[src/rtl/game_pkg.sv]
// Shared game types: player-id encoding (matches the turn register decode),
// turn FSM state encoding, and a helper that returns the opposing player.
package game_pkg;

  typedef enum logic [1:0] {
    PLAYER_NONE = 2'b00,
    PLAYER_1    = 2'b01,
    PLAYER_2    = 2'b10
  } player_t;

  typedef enum logic [1:0] {
    IDLE    = 2'd0,
    P1_TURN = 2'd1,
    P2_TURN = 2'd2,
    DONE    = 2'd3
  } turn_state_t;

  // Opponent of a player; anything that is not a real player maps to none.
  function automatic player_t other_player(input player_t p);
    player_t result;
    case (p)
      PLAYER_1: result = PLAYER_2;
      PLAYER_2: result = PLAYER_1;
      default:  result = PLAYER_NONE;
    endcase
    return result;
  endfunction

endpackage

[src/rtl/turn_sequencer_if.sv]
// Bundle of game-control inputs and turn-register outputs around the sequencer.
// master = stimulus/board side, slave = the sequencer itself.
interface turn_sequencer_if #(
  parameter int TIMER_W = 32
);
  logic               start;
  logic               game_over;
  logic               req1;
  logic               req2;
  logic               ack1;
  logic               ack2;
  logic               reg_write;
  logic [1:0]         reg_wr_data;
  logic [1:0]         active_player;
  logic [TIMER_W-1:0] time_left;
  logic               timeout;
  logic               violation;

  modport master (
    output start, game_over, req1, req2,
    input  ack1, ack2, reg_write, reg_wr_data, active_player,
           time_left, timeout, violation
  );

  modport slave (
    input  start, game_over, req1, req2,
    output ack1, ack2, reg_write, reg_wr_data, active_player,
           time_left, timeout, violation
  );
endinterface

[src/rtl/turn_sequencer_timer.sv]
// Per-turn down counter: load reloads the full turn budget, dec counts down
// and saturates at zero, clear forces zero (used when the game ends).
module turn_timer #(
  parameter int TIMER_W     = 32,
  parameter int TURN_CYCLES = 500_000_000
) (
  input  logic               clk,
  input  logic               reset,
  input  logic               load,
  input  logic               dec,
  input  logic               clear,
  output logic [TIMER_W-1:0] count,
  output logic               zero
);

  localparam logic [TIMER_W-1:0] RELOAD = TIMER_W'(TURN_CYCLES - 1);

  logic [TIMER_W-1:0] count_d;
  logic [TIMER_W-1:0] count_q;

  // Next count: clear beats load beats decrement; decrement stops at zero.
  always_comb begin
    count_d = count_q;
    if (clear) begin
      count_d = {TIMER_W{1'b0}};
    end else if (load) begin
      count_d = RELOAD;
    end else if (dec && (count_q != {TIMER_W{1'b0}})) begin
      count_d = count_q - {{(TIMER_W-1){1'b0}}, 1'b1};
    end else begin
      count_d = count_q;
    end
  end

  // Counter register with synchronous reset to zero.
  always_ff @(posedge clk) begin
    if (reset) begin
      count_q <= {TIMER_W{1'b0}};
    end else begin
      count_q <= count_d;
    end
  end

  assign count = count_q;
  assign zero  = (count_q == {TIMER_W{1'b0}});

endmodule

[src/rtl/turn_sequencer.sv]
// Game-turn controller owning the write port of the player-turn register.
// Alternates turns, accepts moves only from the active player, times out idle
// turns, and clears the turn on game over. All outputs are registered.
module turn_sequencer
  import game_pkg::*;
#(
  parameter int         TURN_CYCLES  = 500_000_000,
  parameter int         TIMER_W      = 32,
  parameter logic [1:0] FIRST_PLAYER = 2'b01
) (
  input  logic              clk,
  input  logic              reset,
  turn_sequencer_if.slave   bus
);

  localparam logic [1:0] ST_IDLE  = IDLE;
  localparam logic [1:0] ST_P1    = P1_TURN;
  localparam logic [1:0] ST_P2    = P2_TURN;
  localparam logic [1:0] ST_DONE  = DONE;
  localparam logic [1:0] ST_FIRST = (FIRST_PLAYER == 2'b10) ? ST_P2 : ST_P1;

  logic [1:0] state_d,         state_q;
  logic       ack1_d,          ack1_q;
  logic       ack2_d,          ack2_q;
  logic       reg_write_d,     reg_write_q;
  logic [1:0] reg_wr_data_d,   reg_wr_data_q;
  logic [1:0] active_player_d, active_player_q;
  logic       timeout_d,       timeout_q;
  logic       violation_d,     violation_q;
  logic       req1_prev_d,     req1_prev_q;
  logic       req2_prev_d,     req2_prev_q;

  logic               timer_load_s;
  logic               timer_dec_s;
  logic               timer_clear_s;
  logic               timer_zero_s;
  logic [TIMER_W-1:0] timer_count_s;
  logic               own_req_s;
  logic               rise1_s;
  logic               rise2_s;
  logic [1:0]         next_player_s;

  turn_timer #(
    .TIMER_W     (TIMER_W),
    .TURN_CYCLES (TURN_CYCLES)
  ) u_timer (
    .clk   (clk),
    .reset (reset),
    .load  (timer_load_s),
    .dec   (timer_dec_s),
    .clear (timer_clear_s),
    .count (timer_count_s),
    .zero  (timer_zero_s)
  );

  // Request decode: active player's request, rising edges, and the opponent id.
  always_comb begin
    own_req_s     = 1'b0;
    next_player_s = other_player(player_t'(active_player_q));
    rise1_s       = bus.req1 & ~req1_prev_q;
    rise2_s       = bus.req2 & ~req2_prev_q;
    if (state_q == ST_P1) begin
      own_req_s = bus.req1;
    end else if (state_q == ST_P2) begin
      own_req_s = bus.req2;
    end else begin
      own_req_s = 1'b0;
    end
  end

  // Turn FSM: start, game over, move acceptance, timeout and violation detection.
  always_comb begin
    state_d         = state_q;
    ack1_d          = 1'b0;
    ack2_d          = 1'b0;
    reg_write_d     = 1'b0;
    reg_wr_data_d   = reg_wr_data_q;
    active_player_d = active_player_q;
    timeout_d       = 1'b0;
    timer_load_s    = 1'b0;
    timer_dec_s     = 1'b0;
    timer_clear_s   = 1'b0;

    case (state_q)
      ST_IDLE, ST_DONE: begin
        if (bus.start) begin
          state_d         = ST_FIRST;
          reg_write_d     = 1'b1;
          reg_wr_data_d   = FIRST_PLAYER;
          active_player_d = FIRST_PLAYER;
          timer_load_s    = 1'b1;
        end else begin
          state_d = state_q;
        end
      end
      ST_P1, ST_P2: begin
        if (bus.game_over) begin
          state_d         = ST_DONE;
          reg_write_d     = 1'b1;
          reg_wr_data_d   = PLAYER_NONE;
          active_player_d = PLAYER_NONE;
          timer_clear_s   = 1'b1;
        end else if (own_req_s || timer_zero_s) begin
          // A request at the expiry edge wins over the timeout.
          if (own_req_s) begin
            ack1_d = (state_q == ST_P1);
            ack2_d = (state_q == ST_P2);
          end else begin
            timeout_d = 1'b1;
          end
          state_d         = (state_q == ST_P1) ? ST_P2 : ST_P1;
          reg_write_d     = 1'b1;
          reg_wr_data_d   = next_player_s;
          active_player_d = next_player_s;
          timer_load_s    = 1'b1;
        end else begin
          timer_dec_s = 1'b1;
        end
      end
      default: begin
        state_d = ST_IDLE;
      end
    endcase

    // Only a fresh request from the waiting player counts as a violation.
    violation_d = ((state_q == ST_P1) && rise2_s) || ((state_q == ST_P2) && rise1_s);

    // An accepted request is consumed, so if the requester keeps holding it
    // into the opponent's turn it is seen as a new (out-of-turn) request.
    req1_prev_d = ack1_d ? 1'b0 : bus.req1;
    req2_prev_d = ack2_d ? 1'b0 : bus.req2;
  end

  // State, edge-detect history and output registers with synchronous reset.
  always_ff @(posedge clk) begin
    if (reset) begin
      state_q         <= ST_IDLE;
      ack1_q          <= 1'b0;
      ack2_q          <= 1'b0;
      reg_write_q     <= 1'b0;
      reg_wr_data_q   <= 2'b00;
      active_player_q <= 2'b00;
      timeout_q       <= 1'b0;
      violation_q     <= 1'b0;
      req1_prev_q     <= 1'b0;
      req2_prev_q     <= 1'b0;
    end else begin
      state_q         <= state_d;
      ack1_q          <= ack1_d;
      ack2_q          <= ack2_d;
      reg_write_q     <= reg_write_d;
      reg_wr_data_q   <= reg_wr_data_d;
      active_player_q <= active_player_d;
      timeout_q       <= timeout_d;
      violation_q     <= violation_d;
      req1_prev_q     <= req1_prev_d;
      req2_prev_q     <= req2_prev_d;
    end
  end

  assign bus.ack1          = ack1_q;
  assign bus.ack2          = ack2_q;
  assign bus.reg_write     = reg_write_q;
  assign bus.reg_wr_data   = reg_wr_data_q;
  assign bus.active_player = active_player_q;
  assign bus.time_left     = timer_count_s;
  assign bus.timeout       = timeout_q;
  assign bus.violation     = violation_q;

endmodule
[src/flat_wrapper.sv]
// flat-port wrapper written by rule: the top's interface ports become plain ports
module turn_sequencer_flat import game_pkg::*;
#(
  parameter int         TURN_CYCLES  = 500_000_000,
  parameter int         TIMER_W      = 32,
  parameter logic [1:0] FIRST_PLAYER = 2'b01
)
  (clk, reset, bus_start, bus_game_over, bus_req1, bus_req2, bus_ack1, bus_ack2, bus_reg_write, bus_reg_wr_data, bus_active_player, bus_time_left, bus_timeout, bus_violation);
  turn_sequencer_if #(.TIMER_W(TIMER_W)) bus_i ();
  input  logic clk;
  input  logic reset;
  input wire logic [$bits(bus_i.start)-1:0] bus_start;
  input wire logic [$bits(bus_i.game_over)-1:0] bus_game_over;
  input wire logic [$bits(bus_i.req1)-1:0] bus_req1;
  input wire logic [$bits(bus_i.req2)-1:0] bus_req2;
  output wire logic [$bits(bus_i.ack1)-1:0] bus_ack1;
  output wire logic [$bits(bus_i.ack2)-1:0] bus_ack2;
  output wire logic [$bits(bus_i.reg_write)-1:0] bus_reg_write;
  output wire logic [$bits(bus_i.reg_wr_data)-1:0] bus_reg_wr_data;
  output wire logic [$bits(bus_i.active_player)-1:0] bus_active_player;
  output wire logic [$bits(bus_i.time_left)-1:0] bus_time_left;
  output wire logic [$bits(bus_i.timeout)-1:0] bus_timeout;
  output wire logic [$bits(bus_i.violation)-1:0] bus_violation;
  assign bus_i.start = bus_start;
  assign bus_i.game_over = bus_game_over;
  assign bus_i.req1 = bus_req1;
  assign bus_i.req2 = bus_req2;
  assign bus_ack1 = bus_i.ack1;
  assign bus_ack2 = bus_i.ack2;
  assign bus_reg_write = bus_i.reg_write;
  assign bus_reg_wr_data = bus_i.reg_wr_data;
  assign bus_active_player = bus_i.active_player;
  assign bus_time_left = bus_i.time_left;
  assign bus_timeout = bus_i.timeout;
  assign bus_violation = bus_i.violation;
  turn_sequencer #(.TURN_CYCLES(TURN_CYCLES), .TIMER_W(TIMER_W), .FIRST_PLAYER(FIRST_PLAYER)) u_core (.clk(clk), .reset(reset), .bus(bus_i));
endmodule
[config.mk]
export PLATFORM = sky130hd
export DESIGN_NAME = turn_sequencer_flat
export DESIGN_NICKNAME = d
export VERILOG_FILES = /design/src/rtl/game_pkg.sv /design/src/rtl/turn_sequencer_if.sv /design/src/rtl/turn_sequencer_timer.sv /design/src/rtl/turn_sequencer.sv /design/src/flat_wrapper.sv
export SDC_FILE = /design/constraint.sdc
export NUM_CORES = 1
export LEC_CHECK = 0
export ABC_AREA = 1
export CAP_MARGIN = 10
export CELL_PAD_IN_SITES_DETAIL_PLACEMENT = 1
export CELL_PAD_IN_SITES_GLOBAL_PLACEMENT = 1
export CORE_MARGIN = 1.5
export CORE_UTILIZATION = 33
export DETAILED_ROUTE_END_ITERATION = 8
export PLACE_DENSITY_LB_ADDON = 0.08
export SLEW_MARGIN = 20
export SYNTH_ARGS = -nofsm -noshare
export SYNTH_HDL_FRONTEND = slang
export SYNTH_SLANG_ARGS = --single-unit
[constraint.sdc]
create_clock -name clk -period 1.85 [get_ports clk]
set_input_delay 0.37 -clock clk [delete_from_list [all_inputs] [get_ports clk]]
set_output_delay 0.37 -clock clk [all_outputs]
set_load 0.02 [all_outputs]
==> impl_summary.log, run 1 <==
INFO  metric status = finished clean
INFO  metric drt_first_pass_iters = 4
INFO  metric clk_path_buf_depth = 2
INFO  metric antenna_left = 0
INFO  metric unrepaired_setup_endpoints_after_global_routing = yes
INFO  metric worst-path-stages = 1
INFO  metric reg2reg_depth = 12
INFO  metric max_clock_freq = 560 MHz
INFO  metric synth_enable_flop_cells = 0
INFO  metric crit_slowest_cell = sky130_fd_sc_hd__clkdlybuf4s50_1
INFO  metric design_power_total = 5.27 mW
INFO  metric first_iter_violations = 78
INFO  metric start_util = 0.339
INFO  metric setup.worst_path.start_class = register
INFO  metric syn-instance-count = 401
INFO  metric power-per-cell-area = 1430 nW/um2
INFO  metric finalClockSkew = 0.0126 ns
INFO  metric worst_slew_pin_slew = 0.275 ns
INFO  metric fill_cells = 1051
INFO  metric cts_hold_buf = 0
INFO  metric design.die.area = 8960 um2
INFO  metric synth_fa_ha_area_frac = 0.0135
INFO  metric quantity_of_i_o_buffers_inserted_on_ports = 46
INFO  metric cts_buffers = 5
INFO  metric die_w = 94.6 um
INFO  metric antennaDiodeCount = 0
INFO  metric grt_pass1_wl = 13600 um
INFO  metric ff2ff_setup_slack = 0.14 ns
INFO  metric holdCritPathClass = reg2reg
INFO  metric setup.worst_path.class = reg2out
INFO  metric max-vdd-ir-drop = 532 uV
INFO  metric grt_pass1_vias = 2721
INFO  metric design.portCount = 47
INFO  metric via_per_inst = 4.75
INFO  metric fp.coreArea = 8180 um2
INFO  metric critPathRequiredTime = 1.48 ns
INFO  metric yosys_warnings = 0
INFO  metric postSynth.topFlopCell = sky130_fd_sc_hd__dfxtp_1
INFO  metric worstSkewPairLatency = 0.30 ns
INFO  metric flow.area_growth_from_synthesis = 32.8%
INFO  metric critPathCapture = bus_time_left[5]
INFO  metric clkSlewWorstSetupHoldPaths = 0.09 ns
INFO  metric hpwl = 6440 um
INFO  metric grt_util_all_layers = 0.196
INFO  metric fin_setup_tns = 0 ns
INFO  metric reg2reg_to = u_core.bus.reg_wr_data[1]
INFO  metric cts.sink_count = 43
INFO  metric cts_htree_levels = 2
INFO  metric layout_cells_sized_above_1 = 0.224
INFO  metric std_cell_rows = 33
INFO  metric timing.max_slew.rel_slack = 0.815
INFO  metric clk_root_buffer_cell = sky130_fd_sc_hd__clkbuf_8
INFO  metric final_max_slew_viol_count = 0
INFO  metric final_net_count = 481
INFO  metric grt_start_max_net_pins = 27
INFO  metric synth_compound_area_frac = 0.154
INFO  metric post-route-min-period = 1.79 ns
INFO  metric synth.net_count = 410
INFO  metric cts_tree = yes
INFO  metric num_vias = 2743
INFO  metric synth_top_family_by_area = simple AND/OR/NAND/NOR gates
INFO  metric post_synth_xor_area_fraction = 0.0632
INFO  metric critical_path_arrival = 1.42 ns
INFO  metric timing.critical_path.buf_inv = 1
INFO  metric routabilityCongestion = 0.794
INFO  metric synth_seq_area_share = 0.311
INFO  metric globalRouteOverflowTotal = 0
INFO  metric drc = 0
INFO  metric cap_violations = 0
INFO  metric synthDistinctLibCells = 35
INFO  metric simple_gate_fraction_of_synth_area = 0.345
INFO  metric antenna_violations_before_repair = 0
INFO  metric slowest_delay = 0.65 ns
INFO  metric synth.cell_area = 2770 um2
INFO  metric ys_async_sr_fraction = 0
INFO  metric crit_path_cell_trace = clkdlybuf4s50_1
INFO  metric synthMuxAreaShare = 0
INFO  metric hold_viol_final = 0
INFO  metric worst-path-max-fanout = 5
INFO  metric ys_ff_latch = 43
INFO  metric worst_setup_path_startpoint = u_core.u_timer.count[5]
INFO  metric regToRegStartpoint = u_core.u_timer.count[1]
INFO  metric die_y = 94.6 um
INFO  metric post_synth.cell_area_avg = 6.91 um2
INFO  metric setup-violations-final = 0
INFO  metric critPathTopFamily = buffers and inverters
INFO  metric static-leakage-power = 1.64 nW
INFO  metric setup.worst_path.end_class = primary output
INFO  metric final_cycle_share = 0.965
INFO  metric detail_route.wl_per_cell = 14.7 um
INFO  metric wl = 8500 um
-- registers in the layout (all words and copies together) (netlist names) --
signal	flops
u_core.u_timer.count	32
u_core.bus.reg_wr_data	2
u_core.state_q	2
u_core.bus.ack1	1
u_core.bus.ack2	1
u_core.bus.reg_write	1
u_core.bus.timeout	1
u_core.bus.violation	1
u_core.req1_prev_q	1
u_core.req2_prev_q	1
-- how the worst min path moves through the flow --
| stage | start | to | cells past startpoint |
|---|---|---|---|
| floorplan | u_core.req1_prev_q | u_core.bus.violation | 1 |
| global route | u_core.req1_prev_q | u_core.bus.violation | 1 |
| detailed placement | u_core.req1_prev_q | u_core.bus.violation | 1 |
| global placement | u_core.req1_prev_q | u_core.bus.violation | 1 |
| finish | u_core.req1_prev_q | u_core.bus.violation | 1 |
| CTS | u_core.req1_prev_q | u_core.bus.violation | 1 |
-- routing by layer --
layer,vias to the layer above,share of wire,GRT usage
met5,-,0,0
met4,0,0.0082,0.0448
met3,6,0.030,0.0266
met2,42,0.45,0.319
met1,1292,0.51,0.273
li1,1403,-,-
-- cells in the final DEF (no fill, tap or decap), types with 2 or more instances in the layout --
| cell type | n |
|---|---|
| sky130_fd_sc_hd__nand2_1 | 87 |
| sky130_fd_sc_hd__nor2_1 | 58 |
| sky130_fd_sc_hd__inv_1 | 48 |
| sky130_fd_sc_hd__clkdlybuf4s50_1 | 43 |
| sky130_fd_sc_hd__dfxtp_1 | 42 |
| sky130_fd_sc_hd__o21ai_0 | 24 |
| sky130_fd_sc_hd__buf_4 | 22 |
| sky130_fd_sc_hd__a21oi_2 | 21 |
| sky130_fd_sc_hd__nand2_2 | 17 |
| sky130_fd_sc_hd__nand3_1 | 16 |
| sky130_fd_sc_hd__xor2_1 | 15 |
| sky130_fd_sc_hd__nor2_2 | 7 |
| sky130_fd_sc_hd__clkbuf_8 | 7 |
| sky130_fd_sc_hd__inv_2 | 6 |
| sky130_fd_sc_hd__a21oi_1 | 6 |
| sky130_fd_sc_hd__nor2_4 | 5 |
| sky130_fd_sc_hd__xnor2_1 | 5 |
| sky130_fd_sc_hd__nand4_1 | 5 |
| sky130_fd_sc_hd__o21bai_1 | 5 |
| sky130_fd_sc_hd__buf_12 | 4 |
| sky130_fd_sc_hd__nor3_1 | 3 |
| sky130_fd_sc_hd__dlymetal6s2s_1 | 3 |
| sky130_fd_sc_hd__nand2_4 | 2 |
| sky130_fd_sc_hd__nand3_2 | 2 |
| sky130_fd_sc_hd__a31oi_2 | 2 |
| sky130_fd_sc_hd__nor3_2 | 2 |
| sky130_fd_sc_hd__ha_2 | 2 |
-- kinds of logic after synthesis --
kind of cell | after synthesis
adders and majority gates | 3
buffers and inverters | 66
DFF | 43
xor gates and xnor gates | 20
and+or+nand+nor | 207
AOI/OAI and AO/OA | 62
-- synth_stat cells (2+ instances only) --
cell type,instances,area [um2]
sky130_fd_sc_hd__nand2_1,87,327
sky130_fd_sc_hd__nor2_1,59,221
sky130_fd_sc_hd__inv_1,51,191
sky130_fd_sc_hd__dfxtp_1,43,861
sky130_fd_sc_hd__o21ai_0,24,120
sky130_fd_sc_hd__a21oi_2,21,184
sky130_fd_sc_hd__nand2_2,17,106
sky130_fd_sc_hd__nand3_1,16,80.1
sky130_fd_sc_hd__xor2_1,15,131
sky130_fd_sc_hd__a21oi_1,6,30.0
sky130_fd_sc_hd__nor2_2,6,37.5
sky130_fd_sc_hd__nand4_1,5,31.3
sky130_fd_sc_hd__nor2_4,5,56.3
sky130_fd_sc_hd__nor3_1,5,25.0
sky130_fd_sc_hd__o21bai_1,5,37.5
sky130_fd_sc_hd__xnor2_1,5,43.8
sky130_fd_sc_hd__buf_6,3,33.8
sky130_fd_sc_hd__ha_1,3,37.5
sky130_fd_sc_hd__inv_2,3,11.3
sky130_fd_sc_hd__a31oi_2,2,25.0
sky130_fd_sc_hd__buf_4,2,15.0
sky130_fd_sc_hd__clkbuf_1,2,7.51
sky130_fd_sc_hd__nand2_4,2,22.5
sky130_fd_sc_hd__nand3_2,2,20.0
sky130_fd_sc_hd__o31ai_1,2,15.0
-- metrics by stage --
| step | std cells | hold WS (ns) | util | setup slack [ns] | instance area [um2] |
|---|---|---|---|---|---|
| after floorplan | 401 | 0.398 | - | 0.0791 | 2770 |
| after detailed placement | 568 | 0.416 | 0.430 | -0.115 | 3510 |
| after global placement | 568 | 0.412 | 0.430 | -0.0774 | 3510 |
| final | 578 | 0.428 | 0.450 | 0.0648 | 3680 |
| after CTS | 576 | 0.428 | 0.442 | 0.00909 | 3610 |
| after global routing | 578 | 0.434 | 0.450 | -0.00200 | 3680 |
-- where the power goes --
part / switching [mW] / internal (mW)
clock: 0.345 / 0.342
sequential: 0.240 / 1.11
combinational: 1.98 / 1.25
total: 2.57 / 2.71
-- timing repair --
action | CTS | global route
resized for setup | 0 | 17
setup buffers | 0 | 1
endpoints found under the setup margin | 0 | 31
endpoints found under the hold margin | 0 | 0
-- cell type report --
class | instances | area, um2 | share of cell area
Timing Repair inverter | 1 | 8.76 | 0.00238
Tap cell | 105 | 131 | 0.0357
Sequential cell | 43 | 862 | 0.234
Inverter | 56 | 224 | 0.0609
Multi-Input combinational cell | 292 | 1630 | 0.443
Timing Repair Buffer | 73 | 724 | 0.197
Clock buffer | 8 | 100 | 0.0272
No activity file was read; power rests on OpenSTA's default activity.
==> run 2: changes to the inputs <==
Settings changed: CORE_MARGIN 1.5 to default.
==> run 2 against run 1 <==
Effect of this change:
- register-to-register slack worse by 0.02 ns
- first-iteration DRC count up 6.4%
- wire length down 1.1%
- combinational power about the same
- largest power group unchanged
- highest routed layer unchanged
==> impl_summary.log, run 2 (synthesis results as in run 1) <==
INFO  metric antennaDiodeCount = 0
INFO  metric cell_area_after_layout = 3650 um2
INFO  metric finalClockSkew = 0.0102 ns
INFO  metric holdCritPathClass = reg2reg
INFO  metric place_inst = 567
INFO  metric static-leakage-power = 1.64 nW
INFO  metric cts.sink_count = 43
INFO  metric worst_slew_pin_slew = 0.290 ns
INFO  metric cts_tree = yes
INFO  metric layout_cells_sized_above_1 = 0.215
INFO  metric final_util = 0.446
INFO  metric grt_start_max_net_pins = 27
INFO  metric critPathRequiredTime = 1.48 ns
INFO  metric cap_violations = 0
INFO  metric setup-violations-final = 0
INFO  metric design.die.area = 8770 um2
INFO  metric clk_path_buf_depth = 2
INFO  metric setup.worst_path.class = reg2out
INFO  metric setup.worst_path.end_class = primary output
INFO  metric fp.coreArea = 8180 um2
INFO  metric globalRouteOverflowTotal = 0
INFO  metric mostFrequentLayoutCells = 87 x sky130_fd_sc_hd__nand2_1, 58 x sky130_fd_sc_hd__nor2_1, 50 x sky130_fd_sc_hd__inv_1
INFO  metric via_per_inst = 4.79
INFO  metric max_clock_freq = 558 MHz
INFO  metric detail_route.wl_per_cell = 14.6 um
INFO  metric cts.repair_timing.setup_buffer_count = 0
INFO  metric layoutNonFillerInstCount = 575
INFO  metric max-vdd-ir-drop = 741 uV
INFO  metric final_cycle_share = 0.968
INFO  metric post-route-min-period = 1.79 ns
INFO  metric start_util = 0.339
INFO  metric status = finished clean
INFO  metric fin_setup_tns = 0 ns
INFO  metric design_power_total = 5.26 mW
INFO  metric final_common_cell = sky130_fd_sc_hd__nand2_1
INFO  metric setup.worst_path.start_class = register
INFO  metric hpwl = 6420 um
INFO  metric placement_cell_area = 3490 um2
INFO  metric power-per-cell-area = 1440 nW/um2
INFO  metric quantity_of_i_o_buffers_inserted_on_ports = 46
INFO  metric drc = 0
INFO  metric die_w = 93.6 um
INFO  metric flow.area_growth_from_synthesis = 31.6%
INFO  metric routabilityCongestion = 0.796
INFO  metric worstSkewPairLatency = 0.31 ns
INFO  metric timing.max_slew.rel_slack = 0.807
INFO  metric num_vias = 2757
INFO  metric grt_pass1_vias = 2699
INFO  metric largest_reg_flops = 32
INFO  metric design.portCount = 47
INFO  metric cts_buffers = 5
INFO  metric std_cell_rows = 33
INFO  metric final_max_slew_viol_count = 0
INFO  metric grt_pass1_wl = 13600 um
INFO  metric clk_root_buffer_cell = sky130_fd_sc_hd__clkbuf_8
INFO  metric final_net_count = 478
INFO  metric antenna_violations_before_repair = 0
INFO  metric cts_htree_levels = 2
INFO  metric worst-path-max-fanout = 4
INFO  metric hold_viol_final = 0
INFO  metric clkSlewWorstSetupHoldPaths = 0.09 ns
INFO  metric critical_path_arrival = 1.42 ns
INFO  metric antenna_left = 0
INFO  metric drt_first_pass_iters = 4
INFO  metric die_y = 93.6 um
INFO  metric wl = 8410 um
INFO  metric grt_util_all_layers = 0.205
INFO  metric first_iter_violations = 83
==> run 2: cell count changes in the layout (fill, tap and decap cells not counted), sizes merged <==
cell | before | now
buf | 27 | 25
clkbuf | 8 | 7
clkdlybuf4s50 | 43 | 42
clkinv | 2 | 1
clkinvlp | 0 | 1
dlymetal6s2s | 3 | 4
==> run 2: path summary, 6_finish.rpt <==
kind | start | endpoint | slack, ns | cells past startpoint
worst max-delay path | u_core.u_timer.count[15] | bus_time_left[15] | 0.06 | 2
worst min-delay path | u_core.req1_prev_q | u_core.bus.violation | 0.43 | 1
worst max register to register | u_core.u_timer.count[0] | u_core.bus.reg_wr_data[1] | 0.12 | 12
worst min register to register | u_core.req1_prev_q | u_core.bus.violation | 0.43 | 1
==> run 2: routing by layer <==
metal / track usage / vias up / part of all wire
met4: 0.0756 / 0 / 0.017
met3: 0.0309 / 13 / 0.036
met2: 0.328 / 44 / 0.46
met1: 0.276 / 1308 / 0.49
met5: 0 / - / 0
li1: - / 1392 / -
==> run 2: per-stage QoR <==
stage	hold slack, ns	setup WS [ns]
2_1_floorplan	0.398	0.0791
3_3_place_gp	0.420	-0.0900
3_5_place_dp	0.415	-0.116
4_1_cts	0.429	0.0119
5_1_grt	0.448	-0.0240
6_report	0.425	0.0594
==> run 2: worst max-delay path, stage by stage (launching register included) <==
cell	delay [ns]
sky130_fd_sc_hd__dfxtp_1	0.36
sky130_fd_sc_hd__buf_4	0.14
sky130_fd_sc_hd__clkdlybuf4s50_1	0.60
==> run 2: what timing repair did <==
item,4_1_cts,5_1_grt
hold buffers,0,0
resized for setup,0,16
setup endpoints to repair,0,31
==> run 2: layout make-up <==
cell class,instances,area (um2)
timing repair buffer,71,699
tap,105,131
multi-input combinational,292,1630
fill,1050,4530
clock inverter,1,7.51
sequential,43,861
inverter,56,219
clock buffer,7,96.3
==> run 2: where the power goes <==
group | internal [mW] | switching [mW] | total (mW) | leakage [nW]
Clock | 0.340 | 0.366 | 0.706 | 0.0505
Combinational | 1.22 | 1.99 | 3.21 | 1.23
Sequential | 1.11 | 0.229 | 1.34 | 0.353
